$ cat config.mk
export PLATFORM = sky130hd
export DESIGN_NAME = irq_hub
export DESIGN_NICKNAME = d
export VERILOG_FILES = /design/src/rtl/irq_pkg.sv /design/src/rtl/irq_prio_enc.sv /design/src/rtl/irq_hub.sv
export SDC_FILE = /design/constraint.sdc
export NUM_CORES = 1
export LEC_CHECK = 0
export BUFFER_PORTS_ARGS = -buffer_cell sky130_fd_sc_hd__buf_2
export CORE_MARGIN = 5
export CORE_UTILIZATION = 32
export DETAILED_ROUTE_END_ITERATION = 7
export GPL_ROUTABILITY_DRIVEN = 0
export GPL_TIMING_DRIVEN = 1
export PLACE_DENSITY_LB_ADDON = 0.05
export SYNTH_ARGS = -nofsm -noshare
export SYNTH_HDL_FRONTEND = slang
export SYNTH_HIERARCHICAL = 1
export SYNTH_SLANG_ARGS = --single-unit
$ cat constraint.sdc
create_clock -name clk -period 2.15 [get_ports clk]
set_input_delay 0.1075 -clock clk [delete_from_list [all_inputs] [get_ports clk]]
set_output_delay 0.1075 -clock clk [all_outputs]
set_load 0.01 [all_outputs]
$ cat src/rtl/irq_pkg.sv
// Shared register offsets, FSM state encodings and ID constants for the irq_hub block.
package irq_pkg;

    localparam logic [1:0] IRQ_REG_PENDING  = 2'd0;
    localparam logic [1:0] IRQ_REG_ENABLE   = 2'd1;
    localparam logic [1:0] IRQ_REG_CLAIM    = 2'd2;
    localparam logic [1:0] IRQ_REG_COMPLETE = 2'd3;

    localparam int ID_NONE = 0;

    typedef enum logic [1:0] {
        IRQ_IDLE    = 2'd0,
        IRQ_ASSERT  = 2'd1,
        IRQ_CLAIMED = 2'd2,
        IRQ_GAP     = 2'd3
    } irq_state_e;

endpackage

$ cat src/rtl/irq_prio_enc.sv
// Fixed-priority encoder: lowest set index wins; reports it as ID (index+1) and as a one-hot mask.
module irq_prio_enc #(
    parameter int N_SRC = 4,
    parameter int ID_W  = 5
) (
    input  logic [N_SRC-1:0] vec,
    output logic             valid,
    output logic [ID_W-1:0]  id,
    output logic [N_SRC-1:0] onehot
);

    always_comb begin
        // NOTE: every output gets a default first so no path leaves a latch behind.
        valid  = 1'b0;
        id     = '0;
        onehot = '0;
        // Scan downwards so the lowest set index is the last one written.
        for (int i = N_SRC - 1; i >= 0; i--) begin
            if (vec[i]) begin
                valid     = 1'b1;
                id        = ID_W'(i + 1);
                onehot    = '0;
                onehot[i] = 1'b1;
            end
        end
    end

endmodule

$ cat src/rtl/irq_hub.sv
// Interrupt aggregator driving the m_eip/m_eip_reply handshake, with a 4-word register window.
// Optional build macro IRQ_HUB_LEVEL_EN: level-sensitive sources, pending mirrors irq.
module irq_hub
    import irq_pkg::*;
#(
    parameter int N_SRC = 4,
    parameter int ID_W  = 5
) (
    input  logic             clk,
    input  logic             rst,
    input  logic [1:0]       a,
    input  logic [31:0]      d,
    input  logic             we,
    output logic [31:0]      spo,
    input  logic [N_SRC-1:0] irq,
    output logic             m_eip,
    input  logic             m_eip_reply,
    output logic             busy
);

    irq_state_e       state;
    logic [N_SRC-1:0] pending;
    logic [N_SRC-1:0] enable;
    logic [ID_W-1:0]  claim_id;

    logic             sel_valid;
    logic [ID_W-1:0]  sel_id;
    logic [N_SRC-1:0] sel_onehot;
    logic             claim_fire;
    logic             wr_pending;
    logic             wr_enable;
    logic             wr_complete;

    assign wr_pending  = we && (a == IRQ_REG_PENDING);
    assign wr_enable   = we && (a == IRQ_REG_ENABLE);
    assign wr_complete = we && (a == IRQ_REG_COMPLETE);
    assign claim_fire  = (state == IRQ_ASSERT) && m_eip_reply && sel_valid;

    irq_prio_enc #(
        .N_SRC(N_SRC),
        .ID_W (ID_W)
    ) u_prio_enc (
        .vec   (pending & enable),
        .valid (sel_valid),
        .id    (sel_id),
        .onehot(sel_onehot)
    );

`ifdef IRQ_HUB_LEVEL_EN
    logic unused_level;
    assign unused_level = ^{d[31:N_SRC], wr_pending, sel_onehot};

    always_ff @(posedge clk) begin
        // NOTE: state registers use non-blocking assignments so every flop samples pre-edge values.
        if (rst) pending <= '0;
        else     pending <= irq;
    end
`else
    logic             unused_d;
    logic [N_SRC-1:0] pending_clr;
    logic [N_SRC-1:0] pending_next;

    assign unused_d = ^d[31:N_SRC];

    always_comb begin
        pending_clr = '0;
        if (wr_pending) pending_clr = d[N_SRC-1:0];
        if (claim_fire) pending_clr = pending_clr | sel_onehot;
        // New pulses are OR-ed in after the clear, so a same-cycle set beats W1C.
        pending_next = (pending & ~pending_clr) | irq;
    end

    always_ff @(posedge clk) begin
        // NOTE: state registers use non-blocking assignments so every flop samples pre-edge values.
        if (rst) pending <= '0;
        else     pending <= pending_next;
    end
`endif

    always_ff @(posedge clk) begin
        if (rst)            enable <= '0;
        else if (wr_enable) enable <= d[N_SRC-1:0];
    end

    always_ff @(posedge clk) begin
        if (rst) begin
            state    <= IRQ_IDLE;
            m_eip    <= 1'b0;
            busy     <= 1'b0;
            claim_id <= ID_W'(ID_NONE);
        end else begin
            case (state)
                IRQ_IDLE: begin
                    if (sel_valid) begin
                        state <= IRQ_ASSERT;
                        m_eip <= 1'b1;
                    end
                end
                IRQ_ASSERT: begin
                    if (claim_fire) begin
                        state    <= IRQ_CLAIMED;
                        m_eip    <= 1'b0;
                        busy     <= 1'b1;
                        claim_id <= sel_id;
                    end else if (!sel_valid) begin
                        state <= IRQ_IDLE;
                        m_eip <= 1'b0;
                    end
                end
                IRQ_CLAIMED: begin
                    if (wr_complete && (d[ID_W-1:0] == claim_id)) begin
                        state    <= IRQ_GAP;
                        busy     <= 1'b0;
                        claim_id <= ID_W'(ID_NONE);
                    end
                end
                IRQ_GAP: begin
                    // Guarantees m_eip stays low for at least two cycles between requests.
                    state <= IRQ_IDLE;
                end
                default: begin
                    state <= IRQ_IDLE;
                    m_eip <= 1'b0;
                end
            endcase
        end
    end

    always_comb begin
        spo = '0;
        case (a)
            IRQ_REG_PENDING: spo = 32'(pending);
            IRQ_REG_ENABLE:  spo = 32'(enable);
            IRQ_REG_CLAIM:   spo = 32'(claim_id);
            default:         spo = '0;
        endcase
    end

endmodule

Word-level counts from Yosys, hierarchy flattened
Index checks and enable logic that the tools add are counted.
- reductions and logical operators: 13
- bitwise operators: 5
- muxes and demuxes: 30
- eq/ne operators: 11
- operators with widths (cell ; count):
    4-bit two-way mux ; 6
    5-bit one-hot mux with 3 select lines ; 1
    3-bit two-way mux ; 4
    5-bit two-way mux ; 2
    5-bit one-hot mux with 2 select lines ; 1
    1-bit two-way mux ; 9
    3-bit AND reduction ; 3
    4-bit bitwise AND ; 2
    2-bit equality test, second input constant ; 4
    2-bit two-way mux ; 4
    4-bit OR ; 2
    2-bit one-hot mux with 4 select lines ; 1
    1-bit logical AND ; 6
    2-bit != test, second input constant ; 3
    5-bit equality test ; 1
    2-bit by 1-bit equality test with 1-bit output, second input constant ; 2
    2-bit logical NOT ; 2
    4-bit inverter ; 1
    1-bit one-hot mux with 2 select lines ; 2
    2-bit nonzero test ; 2
    3-bit != test, second input constant ; 1
- output and inout bits: 34
- bits of input ports: 42
- register bits: 17

Logic depth before layout (Yosys ltp)
- word-level depth: 10
- depth in mapped cells: 7
- gate-level depth less buffers: 7

Modules after synthesis
Netlist, hierarchy kept.
- modules (own cells, without submodules) (module ; cells each ; times used ; area each (µm²)):
    irq_hub ; 118 ; 1 ; 1044.8
    irq_prio_enc ; 14 ; 1 ; 86.3

Worst setup path before layout
Ideal clock, no wire load.
- kind: register to register
- start point: register pending[0]
- end point: register claim_id[0]
- library setup time: 0.060 ns
- setup slack: 0.636 ns
- clock period less this slack: 1.514 ns
- required time: 2.090 ns
- stages on the path, launching flop included: 7
- arrival: 1.455 ns
- cells stage by stage: dfxtp_1 and2_1 nor2_1 nand2_1 and4b_2 a311oi_4 a22o_1
- word-level cells in the longest chain between the ends: 5
- RTL lines (item ; line ; RTL):
    start, declared ; irq_hub.sv:22 ; logic [N_SRC-1:0] pending;
    start signal, assigned ; irq_hub.sv:76 ; else pending <= pending_next;
    4-bit bitwise AND ; irq_hub.sv:43 ; .vec (pending & enable),
    1-bit two-way mux ; irq_prio_enc.sv:19 ; if (vec[i]) begin
    net sel_valid ; irq_hub.sv:26 ; logic sel_valid;
    1-bit logical AND ; irq_hub.sv:37 ; assign claim_fire = (state == IRQ_ASSERT) && m_eip_reply && sel_valid;
    2-bit != test (no line) ; - ;
    3-bit AND reduction (no line) ; - ;
    end signal, assigned ; irq_hub.sv:90 ; claim_id <= ID_W'(ID_NONE);
    end signal, assigned ; irq_hub.sv:104 ; claim_id <= sel_id;
    end signal, assigned ; irq_hub.sv:114 ; claim_id <= ID_W'(ID_NONE);
    end, declared ; irq_hub.sv:24 ; logic [ID_W-1:0] claim_id;
The timed path passes the listed nets, and every way through them passes these cells. The select of a mux whose other input is x is not followed.
A chain may end at the register's enable or synchronous reset.

Worst setup path in the final report
- start point: register pending[0]
- end point: register claim_id[1]
The elaborated chain is that of the path after synthesis.

==> impl_metrics.tcl <==
set metrics [dict create \
    status "completed" \
    synth_seq_cells 17 \
    cp_max_fo 7 \
    numCtsBuffers 3 \
    die_h_um 69.45 \
    grt_pass1_vias 822 \
    fin_nets 194 \
    cts_resized 0 \
    die_area_sq_um 4823 \
    startpoint_type "flop" \
    ys_seq_area_share_pct 30.09 \
    required_ns 2.39 \
    synth_area_sq_um 1131 \
    drc 0 \
    initial_utilization_pct 33.37 \
    clock-sinks 17 \
    numPortBuffers 21 \
    p_per_area_nw_per_um2 511.9 \
    p_leak_nw 0.5806 \
    ctsHoldBuffers 0 \
    synth_edf_count 0 \
    grt_start_max_net_pins 15 \
    maxSlewHeadroom_pct 62.23 \
    final_util_pct 34.63 \
    mostFrequentLayoutCells "conb_1, buf_2, dfxtp_1" \
    overflow 0 \
    syn_inst 132 \
    final.setup.worst_slack_ns 0.4177 \
    grt_pass1_wl_um 4091 \
    htree_levels 1 \
    final_layout_size_suffix_gt1_share_pct 19.87 \
    fp.dieW_um 69.45 \
    ant_nets 0 \
    hold_class "in2reg" \
    cap_violations 0 \
    post-route-min-period_ns 1.732 \
    synth_ff_type "dfxtp_1" \
    grt_setup_unrepaired "no" \
    routed_wl_um 2385 \
    routed-via-count 836 \
    viasPerCell 4.244 \
    syn_avg_cell_area_sq_um 8.569 \
    root_buffer "clkbuf_4" \
    tightestPinTransition_ns 0.5653 \
    fmax_mhz 577.3 \
    hold_path_depth 3 \
    grtUsageTotal_pct 10.41 \
    antenna_cells 0 \
    io_pins 76 \
    cts_tree "built" \
    drtIter0Drc 19 \
    async_flop_share_pct 0 \
    end_kind "flop" \
    cts_setup_buffers 0 \
    clockBufferDepth 2 \
    setup_tns_ns 0 \
    fin_skew_ns 0.004482 \
    place_ws_ns 0.4397 \
    crit_type "reg2reg" \
    std_cell_rows 21 \
    clk_latency_ns 0.29 \
    syn_to_final_growth_pct 3.761 \
    antenna_found_initial 0 \
    maxSlewViolCount 0 \
    rr_worst_depth 6 \
    mostFrequentLayoutCell "conb_1" \
    netlist-cell-type-count 29 \
    first_pass_iters 4 \
    core_area_sq_um 3390 \
    arrival_ns 1.97 \
    finalSetupViolCount 0 \
    wl_per_cell_um 12.11 \
    hpwl_um 1906 \
    vdd_drop_max_mv 0.3665 \
    fin_crit_sh_pct 80.57 \
    hold_viol 0 \
    yosys_warnings 6 \
    cts.clk_slew.worst_paths_ns 0.10 \
]
cell families (layout without fill, tap and decap cells):
logic type / after synthesis / after routing / synth area share (%)
buf+inv: 34 / 26 / 22.23
simple gates: 42 / 42 / 20.46
compound gates: 24 / 24 / 15.60
other cells: 2 / 29 / 0.6640
flops: 17 / 17 / 30.09
xor+xnor: 5 / 5 / 3.872
mux: 8 / 8 / 7.080
layout make-up:
type / instances / area [sq um]
fillers: 373 / 2216
multi-input cells: 108 / 640.6
flip-flops and latches: 17 / 340.3
repair buffers: 21 / 105.1
well taps: 46 / 57.56
clock buffers: 4 / 26.28
inverters: 1 / 3.754
worst paths after layout:
check | startpoint | endpoint | slack [ns]
setup / recovery | pending[0]$_SDFF_PP0_ | claim_id[1]$_SDFFE_PP0P_ | 0.42
hold / removal | irq[1] | pending[1]$_SDFF_PP0_ | 0.02
setup reg to reg | pending[0]$_SDFF_PP0_ | claim_id[1]$_SDFFE_PP0P_ | 0.42
hold reg to reg | m_eip$_SDFFE_PP0P_ | m_eip$_SDFFE_PP0P_ | 0.50
sequential cells by signal, summed over array words and instances (netlist names), named ones only:
| signal | flops |
|---|---|
| pending | 4 |
| m_eip | 1 |
| enable | 4 |
| state | 1 |
| claim_id | 5 |
| busy | 1 |
power breakdown:
part           switching [mW]  internal, mW  total, mW  leakage, nW
registers             0.00671         0.325      0.332        0.139
logic                  0.0654        0.0325     0.0979        0.427
clock network          0.0992        0.0722      0.171       0.0150
total                   0.171         0.429      0.601        0.581
worst max-delay path: stages (launching register included):
cell and delay, ns:
dfxtp_1 0.34, and2_1 0.23, nor2_1 0.13, nand2_1 0.08, and4b_2 0.31, a311oi_4 0.39, a22o_1 0.20
synth_stat cells, types with 2 or more instances:
| library cell | count | area share (%) |
|---|---|---|
| xor2_1 | 5 | 3.9 |
| a21oi_1 | 7 | 3.1 |
| and2b_1 | 2 | 1.3 |
| a22o_1 | 5 | 3.9 |
| nand2_1 | 8 | 2.7 |
| mux2i_1 | 8 | 7.1 |
| nor2_1 | 15 | 5.0 |
| nor2b_1 | 2 | 1.1 |
| nand2b_1 | 2 | 1.1 |
| o21ai_0 | 5 | 2.2 |
| dfxtp_1 | 17 | 30 |
| conb_1 | 2 | 0.66 |
| nand3_1 | 2 | 0.88 |
| and2_1 | 4 | 2.2 |
| a22oi_1 | 4 | 2.7 |
| buf_4 | 31 | 21 |
routing by layer:
metal / GRT usage [%] / share of wire [%] / vias to the layer above
li1: - / - / 426
met1: 13.07 / 46 / 376
met2: 16.53 / 44 / 32
met3: 4.203 / 8.6 / 2
met4: 2.603 / 0.80 / 0
met5: 0 / 0 / -
through the flow:
stage	hold slack [ns]	std cells	power (mW)	instance area [sq um]
6_report	0.02282	197	0.6008	1174
5_1_grt	0.007530	197	0.6455	1174
2_1_floorplan	0.1766	159	0.4425	1232
3_5_place_dp	0.3276	193	0.4364	1147
4_1_cts	0.02187	197	0.6095	1174
3_3_place_gp	0.3176	193	0.4354	1147
Power figures use the tool's default switching activity.
